--- src/rtl/alu_nibble_seq_if.sv ---
// Request/result bundle between a requester and the nibble-serial ALU sequencer.
interface alu_nibble_seq_if #(
   parameter int N = 4
) ();
   localparam int W = 4 * N;

   logic         start;
   logic [W-1:0] A;
   logic [W-1:0] B;
   logic [2:0]   Op;
   logic         c_in;
   logic         busy;
   logic         done;
   logic [W-1:0] R;
   logic         zero;
   logic         carry;
   logic         sign;

   modport master (
      output start, A, B, Op, c_in,
      input  busy, done, R, zero, carry, sign
   );

   modport slave (
      input  start, A, B, Op, c_in,
      output busy, done, R, zero, carry, sign
   );
endinterface

--- src/rtl/alu_nibble_seq.sv ---
// 4-bit ALU slice plus a sequencer that runs it over N nibbles, LSB first,
// chaining carry through a register and merging full-width flags at the end.

// 4-bit ALU. Op[2]=0: arithmetic with carry; Op[2]=1: bitwise logic, carry 0.
//   000 a+b+ci   001 a+~b+ci   010 a+ci   011 a+4'hF+ci
//   100 a&b      101 a|b       110 a^b    111 ~a
module alu (
   input  logic [3:0] a,
   input  logic [3:0] b,
   input  logic [2:0] op,
   input  logic       c_in,
   output logic [3:0] r,
   output logic       c_out
);
   logic [4:0] sum;

   // Combinational nibble result and carry-out.
   always_comb begin
      sum   = 5'd0;
      r     = 4'd0;
      c_out = 1'b0;
      case (op[1:0])
         2'd0:    sum = {1'b0, a} + {1'b0, b} + {4'd0, c_in};
         2'd1:    sum = {1'b0, a} + {1'b0, ~b} + {4'd0, c_in};
         2'd2:    sum = {1'b0, a} + {4'd0, c_in};
         default: sum = {1'b0, a} + 5'h0F + {4'd0, c_in};
      endcase
      if (op[2]) begin
         case (op[1:0])
            2'd0:    r = a & b;
            2'd1:    r = a | b;
            2'd2:    r = a ^ b;
            default: r = ~a;
         endcase
      end else begin
         r     = sum[3:0];
         c_out = sum[4];
      end
   end
endmodule

module alu_nibble_seq #(
   parameter int N = 4
) (
   input logic             clk,
   input logic             reset,
   alu_nibble_seq_if.slave bus
);
   localparam int W     = 4 * N;
   localparam int IDX_W = $clog2(N);

   typedef enum logic [1:0] {
      IDLE = 2'd0,
      RUN  = 2'd1,
      DONE = 2'd2
   } state_t;

   state_t             state_q, state_d;
   logic [IDX_W-1:0]   idx_q, idx_d;
   logic [W-1:0]       a_q, a_d;
   logic [W-1:0]       b_q, b_d;
   logic [2:0]         op_q, op_d;
   logic               cin_q, cin_d;
   logic               cy_q, cy_d;
   logic [W-1:0]       r_q, r_d;
   logic               zero_q, zero_d;
   logic               carry_q, carry_d;
   logic               sign_q, sign_d;
   logic               busy_q, busy_d;
   logic               done_q, done_d;

   logic [3:0]         alu_a;
   logic [3:0]         alu_b;
   logic               alu_cin;
   logic [3:0]         alu_r;
   logic               alu_cout;

   alu u_alu (
      .a     (alu_a),
      .b     (alu_b),
      .op    (op_q),
      .c_in  (alu_cin),
      .r     (alu_r),
      .c_out (alu_cout)
   );

   // Operand nibble select and carry source for the nibble currently in flight.
   always_comb begin
      alu_a = 4'd0;
      alu_b = 4'd0;
      for (int i = 0; i < N; i++) begin
         if (idx_q == IDX_W'(i)) begin
            alu_a = a_q[4*i +: 4];
            alu_b = b_q[4*i +: 4];
         end
      end
      alu_cin = (idx_q == '0) ? cin_q : cy_q;
   end

   // Next-state: accept in IDLE, one nibble per RUN cycle, flags merged on entry to DONE.
   always_comb begin
      state_d = state_q;
      idx_d   = idx_q;
      a_d     = a_q;
      b_d     = b_q;
      op_d    = op_q;
      cin_d   = cin_q;
      cy_d    = cy_q;
      r_d     = r_q;
      zero_d  = zero_q;
      carry_d = carry_q;
      sign_d  = sign_q;
      busy_d  = 1'b0;
      done_d  = 1'b0;
      case (state_q)
         IDLE: begin
            if (bus.start) begin
               a_d     = bus.A;
               b_d     = bus.B;
               op_d    = bus.Op;
               cin_d   = bus.c_in;
               idx_d   = '0;
               r_d     = '0;
               zero_d  = 1'b0;
               carry_d = 1'b0;
               sign_d  = 1'b0;
               busy_d  = 1'b1;
               state_d = RUN;
            end
         end
         RUN: begin
            for (int i = 0; i < N; i++) begin
               if (idx_q == IDX_W'(i)) begin
                  r_d[4*i +: 4] = alu_r;
               end
            end
            cy_d = alu_cout;
            if (idx_q == IDX_W'(N - 1)) begin
               // Flags come from the assembled word, never from per-nibble status.
               zero_d  = ~|r_d;
               sign_d  = r_d[W-1];
               carry_d = ~op_q[2] & alu_cout;
               done_d  = 1'b1;
               state_d = DONE;
            end else begin
               idx_d  = idx_q + 1'b1;
               busy_d = 1'b1;
            end
         end
         DONE: begin
            state_d = IDLE;
         end
         default: begin
            state_d = IDLE;
         end
      endcase
   end

   // Control, result and flag registers; reset aborts any operation in flight.
   always_ff @(posedge clk) begin
      if (reset) begin
         state_q <= IDLE;
         idx_q   <= '0;
         cy_q    <= 1'b0;
         r_q     <= '0;
         zero_q  <= 1'b0;
         carry_q <= 1'b0;
         sign_q  <= 1'b0;
         busy_q  <= 1'b0;
         done_q  <= 1'b0;
      end else begin
         state_q <= state_d;
         idx_q   <= idx_d;
         cy_q    <= cy_d;
         r_q     <= r_d;
         zero_q  <= zero_d;
         carry_q <= carry_d;
         sign_q  <= sign_d;
         busy_q  <= busy_d;
         done_q  <= done_d;
      end
   end

   // Latched operands; only meaningful once an operation has been accepted.
   always_ff @(posedge clk) begin
      a_q   <= a_d;
      b_q   <= b_d;
      op_q  <= op_d;
      cin_q <= cin_d;
   end

   assign bus.busy  = busy_q;
   assign bus.done  = done_q;
   assign bus.R     = r_q;
   assign bus.zero  = zero_q;
   assign bus.carry = carry_q;
   assign bus.sign  = sign_q;
endmodule

--- src/flat_wrapper.sv ---
// flat-port wrapper written by rule: the top's interface ports become plain ports
module alu_nibble_seq_flat 
#(
   parameter int N = 4
)
  (clk, reset, bus_start, bus_A, bus_B, bus_Op, bus_c_in, bus_busy, bus_done, bus_R, bus_zero, bus_carry, bus_sign);
  alu_nibble_seq_if #(.N(N)) bus_i ();
  input logic clk;
  input logic reset;
  input wire logic [$bits(bus_i.start)-1:0] bus_start;
  input wire logic [$bits(bus_i.A)-1:0] bus_A;
  input wire logic [$bits(bus_i.B)-1:0] bus_B;
  input wire logic [$bits(bus_i.Op)-1:0] bus_Op;
  input wire logic [$bits(bus_i.c_in)-1:0] bus_c_in;
  output wire logic [$bits(bus_i.busy)-1:0] bus_busy;
  output wire logic [$bits(bus_i.done)-1:0] bus_done;
  output wire logic [$bits(bus_i.R)-1:0] bus_R;
  output wire logic [$bits(bus_i.zero)-1:0] bus_zero;
  output wire logic [$bits(bus_i.carry)-1:0] bus_carry;
  output wire logic [$bits(bus_i.sign)-1:0] bus_sign;
  assign bus_i.start = bus_start;
  assign bus_i.A = bus_A;
  assign bus_i.B = bus_B;
  assign bus_i.Op = bus_Op;
  assign bus_i.c_in = bus_c_in;
  assign bus_busy = bus_i.busy;
  assign bus_done = bus_i.done;
  assign bus_R = bus_i.R;
  assign bus_zero = bus_i.zero;
  assign bus_carry = bus_i.carry;
  assign bus_sign = bus_i.sign;
  alu_nibble_seq #(.N(N)) u_core (.clk(clk), .reset(reset), .bus(bus_i));
endmodule
--- config.mk ---
export PLATFORM = sky130hd
export DESIGN_NAME = alu_nibble_seq_flat
export DESIGN_NICKNAME = d
export VERILOG_FILES = /design/src/rtl/alu_nibble_seq_if.sv /design/src/rtl/alu_nibble_seq.sv /design/src/flat_wrapper.sv
export SDC_FILE = /design/constraint.sdc
export NUM_CORES = 1
export LEC_CHECK = 0
export CORE_MARGIN = 10
export CORE_UTILIZATION = 53
export CTS_CLUSTER_DIAMETER = 80
export CTS_CLUSTER_SIZE = 28
export DETAILED_ROUTE_END_ITERATION = 6
export GPL_TIMING_DRIVEN = 0
export HOLD_SLACK_MARGIN = 0.15
export PLACE_DENSITY = 0.88
export SKIP_CTS_REPAIR_TIMING = 1
export SKIP_LAST_GASP = 1
export SYNTH_ARGS = -nofsm -noshare
export SYNTH_HDL_FRONTEND = slang
export SYNTH_SLANG_ARGS = --single-unit
--- constraint.sdc ---
create_clock -name clk -period 6.1 [get_ports clk]
set_input_delay 0.915 -clock clk [delete_from_list [all_inputs] [get_ports clk]]
set_output_delay 0.915 -clock clk [all_outputs]
set_load 0.01 [all_outputs]
# Yosys cells after proc, flatten, opt, wreduce, memory -nomap -nowiden
# Index checks and enable logic that the tools add are counted.
[classes] addsub=8 eq_ne=9 mux=40 bitwise_logic=8 reduce_logical=12
[ops] cell="4-bit 2-to-1 mux" count=17
[ops] cell="16-bit one-hot mux with 2 select lines" count=1
[ops] cell="16-bit 2-to-1 mux" count=1
[ops] cell="16-bit OR reduction" count=1
[ops] cell="5-bit by 1-bit adder with 5-bit output" count=3
[ops] cell="5-bit one-hot mux with 3 select lines" count=1
[ops] cell="4-bit one-hot mux with 3 select lines" count=1
[ops] cell="4-bit by 4-bit adder with 5-bit output" count=2
[ops] cell="1-bit 2-to-1 mux" count=9
[ops] cell="2-bit 2-to-1 mux" count=4
[ops] cell="4-bit inverter" count=2
[ops] cell="1-bit one-hot mux with 2 select lines" count=4
[ops] cell="2-bit one-hot mux with 2 select lines" count=2
[ops] cell="2-bit by 1-bit == test with 1-bit output, second input constant" count=3
[ops] cell="2-bit == test, second input constant" count=3
[ops] cell="2-bit zero test" count=3
[ops] cell="2-bit AND reduction" count=3
[ops] cell="3-bit AND reduction" count=2
[ops] cell="4-bit by 1-bit adder with 5-bit output" count=1
[ops] cell="4-bit by 4-bit adder with 5-bit output, second input constant" count=1
[ops] cell="4-bit bitwise AND" count=1
[ops] cell="2-bit inequality test, second input constant" count=2
[ops] cell="4-bit OR" count=1
[ops] cell="4-bit bitwise XOR" count=1
[ops] cell="other kinds (7)" count=8
[totals] register_bits=62 inputBits=39 out_inout_bits=21 word_cells=90

# Longest topological paths before layout
# Gate-level depths: netlist (run 1).
[depth] word_depth=16 depth_mapped=20 mapped_depth_nobuf=19

# Modules after synthesis
# A second synthesis (run 1) with hierarchy kept.
[hier_totals] hier_cells=298 hier_area_um2=3220.6
[modules_own_cells] module="alu_nibble_seq" instances=1 cells_per_inst=203 area_each_um2=2483.6 seq_area_each_um2=1601.5
[modules_own_cells] module="alu" instances=1 cells_per_inst=95 area_each_um2=737.0 seq_area_each_um2=0.0

# Least setup slack after synthesis (run 1)
# OpenSTA, ideal clock, no wires.
[synth_timing] path_type="input port to flip-flop" start="input port bus_start" end="register u_core.r_q[12], in the netlist u_core.bus.R[12]" setup_time_ns=0.128 arrival_time_ns=4.482 t_required_ns=5.972 slack_ns=1.490 cell_stages=4 path_buffers=0 path_cell_list="nor3b_1 -> a21oi_1 -> a22oi_1 -> nor2_1"
[synth_between] elab_chain_len=2
[synth_rtl] item="start: declaration" line_no="flat_wrapper.sv:10" text="input wire logic [$bits(bus_i.start)-1:0] bus_start;"
[synth_rtl] item="2-bit inequality test (no source line)"
[synth_rtl] item="2-bit AND reduction (no source line)"
[synth_rtl] item="end signal: assignment" line_no="alu_nibble_seq.sv:175" text="r_q <= r_d;"
[synth_rtl] item="end: declaration" line_no="alu_nibble_seq.sv:65" text="logic [W-1:0] r_q, r_d;"
# No other way between the ends.
# A chain may end at the register's enable or synchronous reset.

# Worst setup path in the final report (run 1)
[layout_timing] start="register u_core.idx_q[0]" end="register u_core.carry_q, in the netlist u_core.bus.carry"
[layout_between] elab_chain_len=13 elab_cells_between_ends=28 classes_between="add/sub (7); eq/ne (4); mux (13); bitwise (2); reduce/logical (2)"
[layout_rtl] item="start: declaration" line_no="alu_nibble_seq.sv:59" text="logic [IDX_W-1:0] idx_q, idx_d;"
[layout_rtl] item="start signal: assignment" line_no="alu_nibble_seq.sv:173" text="idx_q <= idx_d;"
[layout_rtl] item="2-bit zero test" line_no="alu_nibble_seq.sv:92, alu_nibble_seq.sv:97"
[layout_rtl] item="4-bit 2-to-1 mux (4 in series)" line_no="alu_nibble_seq.sv:92" text="if (idx_q == IDX_W'(i)) begin"
[layout_rtl] item="4-bit inverter" line_no="alu_nibble_seq.sv:24" text="2'd1: sum = {1'b0, a} + {1'b0, ~b} + {4'd0, c_in};"
[layout_rtl] item="4-bit by 4-bit adder with 5-bit output" line_no="alu_nibble_seq.sv:24"
[layout_rtl] item="5-bit by 1-bit adder with 5-bit output" line_no="alu_nibble_seq.sv:24"
[layout_rtl] item="5-bit one-hot mux with 3 select lines" line_no="alu_nibble_seq.sv:22" text="case (op[1:0])"
[layout_rtl] item="1-bit 2-to-1 mux" line_no="alu_nibble_seq.sv:28" text="if (op[2]) begin"
[layout_rtl] item="1-bit bitwise AND" line_no="alu_nibble_seq.sv:142" text="carry_d = ~op_q[2] & alu_cout;"
[layout_rtl] item="1-bit 2-to-1 mux" line_no="alu_nibble_seq.sv:138" text="if (idx_q == IDX_W'(N - 1)) begin"
[layout_rtl] item="1-bit one-hot mux with 2 select lines" line_no="alu_nibble_seq.sv:115" text="case (state_q)"
[layout_rtl] item="end signal: assignment" line_no="alu_nibble_seq.sv:177" text="carry_q <= carry_d;"
[layout_rtl] item="end: declaration" line_no="alu_nibble_seq.sv:67" text="logic carry_q, carry_d;"
# Several ways; a longest one is shown, not always the timed one. The select of a mux whose other input is x is not followed.

==> results.ini, run 1 <==
[status]
status = finished, final reports clean

[power_and_ir_drop]
ir_drop_uv = 185
power_w = 0.00103
cellLeakagePower_nw = 1.63
p_per_area_nw_per_um2 = 242

[worst_setup_path]
path_max_fanout = 10
timing.rr.start = u_core.idx_q[0]
crit_chain = inv_1 -> ha_1 -> clkbuf_1 -> clkbuf_1 -> a21oi_1 -> nor2_1 -> a21o_1 -> inv_1 -> fa_1 -> inv_1 -> fa_1 -> a21o_1 -> a21oi_1 -> nor3_1 -> o22ai_1 -> a2111oi_0 -> mux2i_1 -> nor2_1
endpoint_kind = flop
cp-startpoint = u_core.idx_q[0]
crit_buf_inv = 5
cp-start-kind = flop
crit_type = reg -> reg
slowest_delay_ns = 0.75
crit_arrival_ns = 4.80
critPathSlowestCell = a2111oi_0
cp.required_ns = 6.38
cpLargestDelayFamily = compound AO/OA/AOI/OAI gates
crit_top_cell = inv_1

[sta]
fin_setup_tns_ns = 0
max_clock_freq_mhz = 221
rsz0062_at_grt = false
hold_viol = 0
fin_crit_sh_pct = 74.1
layout_setup_ws_ns = 1.58
slew_headroom_pct = 39.6
setup_viol = 0
period_minus_slack_ns = 4.52
worst_pin_slew_ns = 0.903
whs_ns = 0.465
slew_violations = 0
fin_skew_ns = 0.00618

[cts]
tritoncts = built
clk_latency_ns = 0.34
clockBufferDepth = 2
cts.sink_count = 62
cts_made_buffers = 9
clk_pin_slew_ns = 0.07
cts_max_level = 3
clock-root-buffer = clkbuf_8

[job]
cap_violations = 0

[synthesis]
synthCells = 321
async_flop_share_pct = 0
synth.most_common_cell = nor2_1
synthTopCellsByArea = edfxtp_1 (32%), dfxtp_1 (15%), ha_1 (7.0%)
synth_compound_area_share_pct = 19.7
yosysTopAreaCellShare_pct = 31.9
synth_top_cell_by_area = edfxtp_1
yosys.area_share.simple_pct = 16.2
syn_avg_cell_area_um2 = 10.6
synthMuxAreaShare_pct = 2.25
syn-cell-area_um2 = 3390
synth_cell_type_count = 62
synth_commonest_cells = nor2_1 (42), edfxtp_1 (36), dfxtp_1 (26)
ys_warn_count = 0
synthFlopType = edfxtp_1
synth_seq_area_share_pct = 47.3
synth_fp_nets = 383
synth-xor-area-share_pct = 0.517
synth-edff-count = 36
synthAdderAreaFrac_pct = 9.38
synth_top_family_by_area = compound AO/OA/AOI/OAI gates
yosys_register_bits = 62

[route]
vias_per_cell = 5.78
drc = 0
detail_route.first_pass.iterations = 4
drt_iter0_markers = 187
routed_wl_um = 8170
ant_nets = 0
num_vias = 2740
wl_per_cell_um = 17.2

[global_route]
grt_pass1_wl_um = 13900
grt_use_total_pct = 17.2
grt_overflow = 0
grt_max_degree = 16
grt_pass1_vias = 2892
antenna_found_initial = 0

[hold_path]
hold_path.class = reg -> reg
min-delay-start = u_core.bus.R[15]

[die]
core_um2 = 6280
start_util_pct = 54.0
die_h_um = 99.9
dieArea_um2 = 9990
io_pins = 60
die_w_um = 99.9
placementRows = 29

[final_layout]
multi_input_area_um2 = 1630
fin_util_pct = 67.8
antenna_cells = 0
area_growth_pct = 25.6
seqCellArea_um2 = 1600
drive_above_1_share_pct = 10.3
fin_nets = 454
nFillCells = 460

[placed_design]
post-place-ws_ns = 1.59
io_buffers = 58
hpwl_um = 6400
gp_congestion = 0.889

area by class of cell:
type	count	area share [%]
inverter	18	1.59
multi-input combinational	222	38.4
tap	77	2.26
buffer	19	2.12
sequential	62	37.6
clock inverter	6	0.824
clock buffer	10	3.00
timing repair buffer	60	14.2
metrics by stage:
step	instance area, µm²	cells
after floorplan	3390	321
after global placement	4060	456
after detailed placement	4090	458
after CTS	4250	474
after global routing	4250	474
final	4250	474
cell families after synthesis:
| group | after synthesis |
|---|---|
| compound gates | 89 |
| xor+xnor | 2 |
| fa+ha+maj | 23 |
| buf+inv | 37 |
| flops | 62 |
| mux | 7 |
| simple gates | 101 |
layout by cell type, fill, tap and decap left out, types with 3 or more instances in the layout:
cell / count
a211oi_1: 9
a21o_1: 5
a21oi_1: 14
a22oi_1: 17
a31oi_1: 3
a32oi_1: 3
buf_2: 6
buf_6: 3
clkbuf_1: 10
clkbuf_8: 9
clkdlybuf4s50_1: 58
clkinv_2: 4
dfxtp_1: 26
edfxtp_1: 36
fa_1: 4
ha_1: 19
inv_1: 17
mux2i_1: 5
nand2_1: 12
nand2b_1: 4
nor2_1: 42
nor2b_1: 8
nor3_1: 6
nor4_1: 3
o211ai_1: 4
o21ai_0: 11
o22ai_1: 3
or2_2: 3
sequential cells by signal (all words and copies together), names as in the netlist:
register	cells
u_core.bus.done	1
u_core.b_q	16
u_core.bus.zero	1
u_core.bus.busy	1
u_core.bus.carry	1
u_core.bus.sign	1
u_core.idx_q	2
u_core.op_q	3
u_core.cin_q	1
u_core.a_q	16
u_core.cy_q	1
u_core.state_q	2
u_core.bus.R	16
path summary, 6_finish.rpt:
| check | endpoint | slack [ns] | cells past startpoint |
|---|---|---|---|
| worst max-delay path | u_core.bus.carry | 1.58 | 18 |
| worst min-delay path | u_core.bus.R[15] | 0.46 | 2 |
| worst max register to register | u_core.bus.carry | 1.58 | 18 |
| worst min register to register | u_core.bus.R[15] | 0.46 | 2 |
routing by layer:
metal  GRT usage, %  vias to the layer above  share of wire [%]
li1               -                     1328                  -
met1           19.6                     1298                 41
met2           28.7                       98                 51
met3           5.01                       16                6.7
met4           8.71                        0                2.0
met5              0                        -                  0
worst min-delay path, delay by kind of cell, from the launching register on:
family | cells | cell delay, ns
flip-flops | 1 | 0.31
AO/OA/AOI/OAI | 1 | 0.06
AND/OR/NAND/NOR | 1 | 0.05
where the power goes:
group | leakage [nW] | internal, W | switching, W | total [W]
Clock | 0.0905 | 0.000146 | 0.000159 | 0.000305
Combinational | 0.987 | 0.000113 | 0.000140 | 0.000253
Sequential | 0.554 | 0.000463 | 0.00000841 | 0.000472
Total | 1.63 | 0.000723 | 0.000307 | 0.00103
Power figures use the tool's default switching activity.
==> inputs of run 2 (changes only) <==
Settings changed: CORE_UTILIZATION 53 to 48, PLACE_DENSITY 0.88 to 0.85.
Clock period 6.1 ns to 3.8 ns, I/O delays scaled along.
==> results.ini, run 2 (synthesis results as in run 1) <==
[status]
status = finished, final reports clean

[placed_design]
io_buffers = 58
hpwl_um = 6460
placedCellCount = 476
gp_congestion = 0.867
post-place-ws_ns = -0.482

[sta]
setup_viol = 0
slew_headroom_pct = 38.4
hold_viol = 0
worst_pin_slew_ns = 0.923
whs_ns = 0.454
rsz0062_at_grt = true
layout_setup_ws_ns = 0.0376
max_clock_freq_mhz = 266
fin_skew_ns = 0.00974
slew_violations = 0
fin_crit_sh_pct = 99.0
period_minus_slack_ns = 3.76

[final_layout]
drive_above_1_share_pct = 20.9
final_cell_mix = clkdlybuf4s50_1 (58), nor2_1 (40), edfxtp_1 (36)
nFillCells = 521
final_cell_count_no_fill = 503
fin_util_pct = 66.8
fin_nets = 464
seqCellArea_um2 = 1610
area_growth_pct = 34.8
multi_input_area_um2 = 1770
layout_commonest_cell = clkdlybuf4s50_1
antenna_cells = 0

[die]
placementRows = 30
die_h_um = 104
io_pins = 60
core_um2 = 6830
dieArea_um2 = 10800
die_w_um = 104
start_util_pct = 49.6

[cts]
clockBufferDepth = 2
tritoncts = built
clk_pin_slew_ns = 0.08
clock-root-buffer = clkbuf_8
cts_made_buffers = 9
cts_max_level = 3
cts.sink_count = 62
clk_latency_ns = 0.35

[global_route]
use_met1_pct = 16.9
grt_overflow = 0
grt_pass1_vias = 2848
grt_pass1_wl_um = 13700
antenna_found_initial = 0
grt_use_total_pct = 15.3
top_usage_layer = met2
grt_max_degree = 23
grt_use_met3_pct = 5.20
globalRouteMet2Util_pct = 25.8

[route]
wl_per_cell_um = 18.4
num_vias = 2887
vias_per_cell = 5.74
detail_route.first_pass.iterations = 5
routed_wl_um = 9270
ant_nets = 0
drt_iter0_markers = 224
drc = 0

[worst_setup_path]
cp.required_ns = 4.08
crit_buf_inv = 4
critPathSlowestCell = fa_2
cp-start-kind = flop
endpoint_kind = flop
slowest_delay_ns = 0.38
cpLargestDelayFamily = simple AND/OR/NAND/NOR gates
crit_top_cell = nor2_1
crit_arrival_ns = 4.05
path_max_fanout = 5
crit_chain = inv_4 -> ha_2 -> buf_6 -> and2b_2 -> a22oi_2 -> nor2_1 -> a21oi_1 -> nor2_1 -> a21o_1 -> inv_2 -> fa_2 -> inv_2 -> fa_2 -> or2_4 -> and4b_1 -> o31ai_2 -> nand3_2 -> nor2_4 -> a22oi_2 -> nor2_1
crit_type = reg -> reg

[power_and_ir_drop]
p_int_w = 0.00125
cellLeakagePower_nw = 1.72
ir_drop_uv = 282
clkPwrFrac_pct = 30.9
p_per_area_nw_per_um2 = 396
power.share.sequential_pct = 42.0
swShare_pct = 30.8
power_w = 0.00181
p_sw_w = 0.000556
combPwrFrac_pct = 27.1

[job]
cap_violations = 0

[hold_path]
hold_path.class = reg -> reg

-- run 2: power groups by stage --
stage / Combinational [W] / Sequential [W] / Clock, W
finish: 0.000490 / 0.000758 / 0.000558
global route: 0.000528 / 0.000761 / 0.000600
CTS: 0.000411 / 0.000757 / 0.000568
detailed placement: 0.000406 / 0.000772 / 0
global placement: 0.000383 / 0.000772 / 0
floorplan: 0.000271 / 0.000772 / 0
-- run 2: area by class of cell --
cell class	instances	area share, %
timing repair buffer	71	15.3
tap	96	2.63
buffer	18	2.30
inverter	18	1.62
clock buffer	10	3.26
multi-input combinational	222	38.7
clock inverter	6	0.959
sequential	62	35.2
-- run 2: worst reg2reg max path, delay by kind of cell, from the launching register on --
kind	cells	cell delay, ns
flops	1	0.37
fa+ha+maj	3	0.77
simple gates	8	1.39
buf+inv	4	0.31
compound gates	5	0.88
-- run 2: worst paths after layout --
check / startpoint / end / slack (ns) / cells after the start
worst min-delay path: u_core.bus.R[15] / u_core.bus.R[15] / 0.45 / 2
worst max register to register: u_core.idx_q[1] / u_core.bus.R[2] / 0.04 / 20
worst max-delay path: u_core.idx_q[1] / u_core.bus.R[2] / 0.04 / 20
worst min register to register: u_core.bus.R[15] / u_core.bus.R[15] / 0.45 / 2
-- run 2: metrics by stage --
stage,TNS (ns),instance area [µm²]
after floorplan,0,3390
after global placement,-5.20,4090
after detailed placement,-5.95,4130
after CTS,-6.67,4320
after global routing,-0.835,4560
final,0,4560
-- run 2: metal layers --
| layer | vias to the layer above | part of all wire, % |
|---|---|---|
| li1 | 1345 | - |
| met1 | 1379 | 38 |
| met2 | 139 | 50 |
| met3 | 24 | 8.6 |
| met4 | 0 | 2.6 |
| met5 | - | 0 |
==> inputs of run 3 (changes only) <==
Settings changed: CELL_PAD_IN_SITES_DETAIL_PLACEMENT from default to 0, CELL_PAD_IN_SITES_GLOBAL_PLACEMENT from default to 1, CORE_ASPECT_RATIO from default to 1.1, CORE_UTILIZATION 48 to 37, HOLD_SLACK_MARGIN 0.15 to default, PLACE_DENSITY 0.85 to 0.84.
==> results.ini, run 3 (synthesis results as in run 1) <==
[status]
status = finished, final reports clean

[global_route]
grt_pass1_wl_um = 14000
grt_max_degree = 23
antenna_found_initial = 0
grt_pass1_vias = 2877
grt_use_total_pct = 12.6
grt_overflow = 0

[cts]
cts_made_buffers = 9
clock-root-buffer = clkbuf_8
cts_max_level = 3
cts.sink_count = 62
clockBufferDepth = 2
clk_pin_slew_ns = 0.07
clk_latency_ns = 0.34
tritoncts = built

[route]
met2_wirelength_um = 4450
drc = 0
routed_wl_um = 8660
vias_per_cell = 5.40
wl_per_cell_um = 16.7
detail_route.first_pass.iterations = 5
drt_iter0_markers = 168
wl_met3_um = 329
highest_layer = met4
ant_nets = 0
num_vias = 2794
drt-met1-wl_um = 3590

[worst_setup_path]
cpLargestDelayFamily = compound AO/OA/AOI/OAI gates
crit_type = reg -> reg
slowest_delay_ns = 0.42
crit_buf_inv = 4
crit_top_cell = nor2_1
critPathSlowestCell = fa_2
cp-start-kind = flop
crit_arrival_ns = 3.89
endpoint_kind = flop
path_max_fanout = 6
cp.required_ns = 4.02
crit_chain = inv_4 -> ha_4 -> buf_6 -> and2b_2 -> a22oi_2 -> nor2_1 -> a21oi_1 -> nor2_1 -> a21o_1 -> inv_2 -> fa_2 -> inv_2 -> fa_2 -> nor2b_4 -> a211oi_2 -> a211oi_2 -> a211o_1 -> and2_4 -> a22oi_2 -> nor2_1

[die]
die_h_um = 120
dieArea_um2 = 13400
core_um2 = 8920
io_pins = 60
placementRows = 36
start_util_pct = 38.0
die_w_um = 111

[power_and_ir_drop]
p_per_area_nw_per_um2 = 395
cellLeakagePower_nw = 1.71
ir_drop_uv = 237

[final_layout]
nFillCells = 825
area_growth_pct = 35.6
antenna_cells = 0
final_cell_mix = clkdlybuf4s50_1 (58), nor2_1 (40), edfxtp_1 (36)
drive_above_1_share_pct = 20.8
fin_nets = 460
stdcell_area_um2 = 4590
layout_commonest_cell = clkdlybuf4s50_1
final_cell_count_no_fill = 517

[sta]
layout_setup_ws_ns = 0.131
fin_skew_ns = 0.00852
slew_violations = 0
setup_viol = 0
whs_ns = 0.479
fin_setup_tns_ns = 0
hold_viol = 0
slew_headroom_pct = 44.9
period_minus_slack_ns = 3.67
worst_pin_slew_ns = 0.826
rsz0062_at_grt = true
fin_crit_sh_pct = 96.6
max_clock_freq_mhz = 273

[placed_design]
placedCellCount = 494
post-place-ws_ns = -0.619
postPlaceCellArea_um2 = 4140
hpwl_um = 6550
gp_congestion = 0.839
io_buffers = 58

[job]
cap_violations = 0

[hold_path]
hold_path.class = reg -> reg

-- run 3: final timing paths --
kind / from / slack, ns / to / cells past startpoint
min reg2reg: u_core.bus.sign / 0.48 / u_core.bus.sign / 2
min: u_core.bus.sign / 0.48 / u_core.bus.sign / 2
max: u_core.idx_q[1] / 0.13 / u_core.bus.R[13] / 20
max reg2reg: u_core.idx_q[1] / 0.13 / u_core.bus.R[13] / 20
-- run 3: layout make-up --
| class | count | area, µm² | area share [%] |
|---|---|---|---|
| Timing Repair Buffer | 67 | 656 | 14.3 |
| Multi-Input combinational cell | 222 | 1800 | 39.2 |
| Inverter | 18 | 73.8 | 1.61 |
| Clock buffer | 14 | 194 | 4.22 |
| Clock inverter | 2 | 11.3 | 0.245 |
| Sequential cell | 62 | 1610 | 35.0 |
| Buffer | 18 | 105 | 2.29 |
| Tap cell | 114 | 143 | 3.10 |
-- run 3: worst reg2reg max path, cell delays in order (launching register included) --
cell      delay, ns
dfxtp_4        0.39
inv_4          0.05
ha_4           0.15
buf_6          0.12
and2b_2        0.26
a22oi_2        0.06
nor2_1         0.10
a21oi_1        0.05
nor2_1         0.11
a21o_1         0.17
inv_2          0.07
fa_2           0.42
inv_2          0.07
fa_2           0.42
nor2b_4        0.13
a211oi_2       0.18
a211oi_2       0.06
a211o_1        0.31
and2_4         0.20
a22oi_2        0.17
nor2_1         0.06
-- run 3: layer usage --
metal | vias to the layer above | global-route usage [%]
met4 | 0 | 6.27
met2 | 83 | 22.4
met3 | 26 | 2.72
met1 | 1346 | 13.8
li1 | 1339 | -
met5 | - | 0
-- run 3: through the flow --
stage / utilization [%] / total power [W]
after floorplan: - / 0.00104
after global placement: 46.1 / 0.00117
after detailed placement: 46.4 / 0.00117
after CTS: 48.7 / 0.00176
after global routing: 51.5 / 0.00191
final: 51.5 / 0.00181
-- run 3: power breakdown --
| group | switching (W) | internal, W |
|---|---|---|
| sequential | 0.0000147 | 0.000743 |
| combinational | 0.000251 | 0.000219 |
| clock | 0.000256 | 0.000330 |
| total | 0.000522 | 0.00129 |
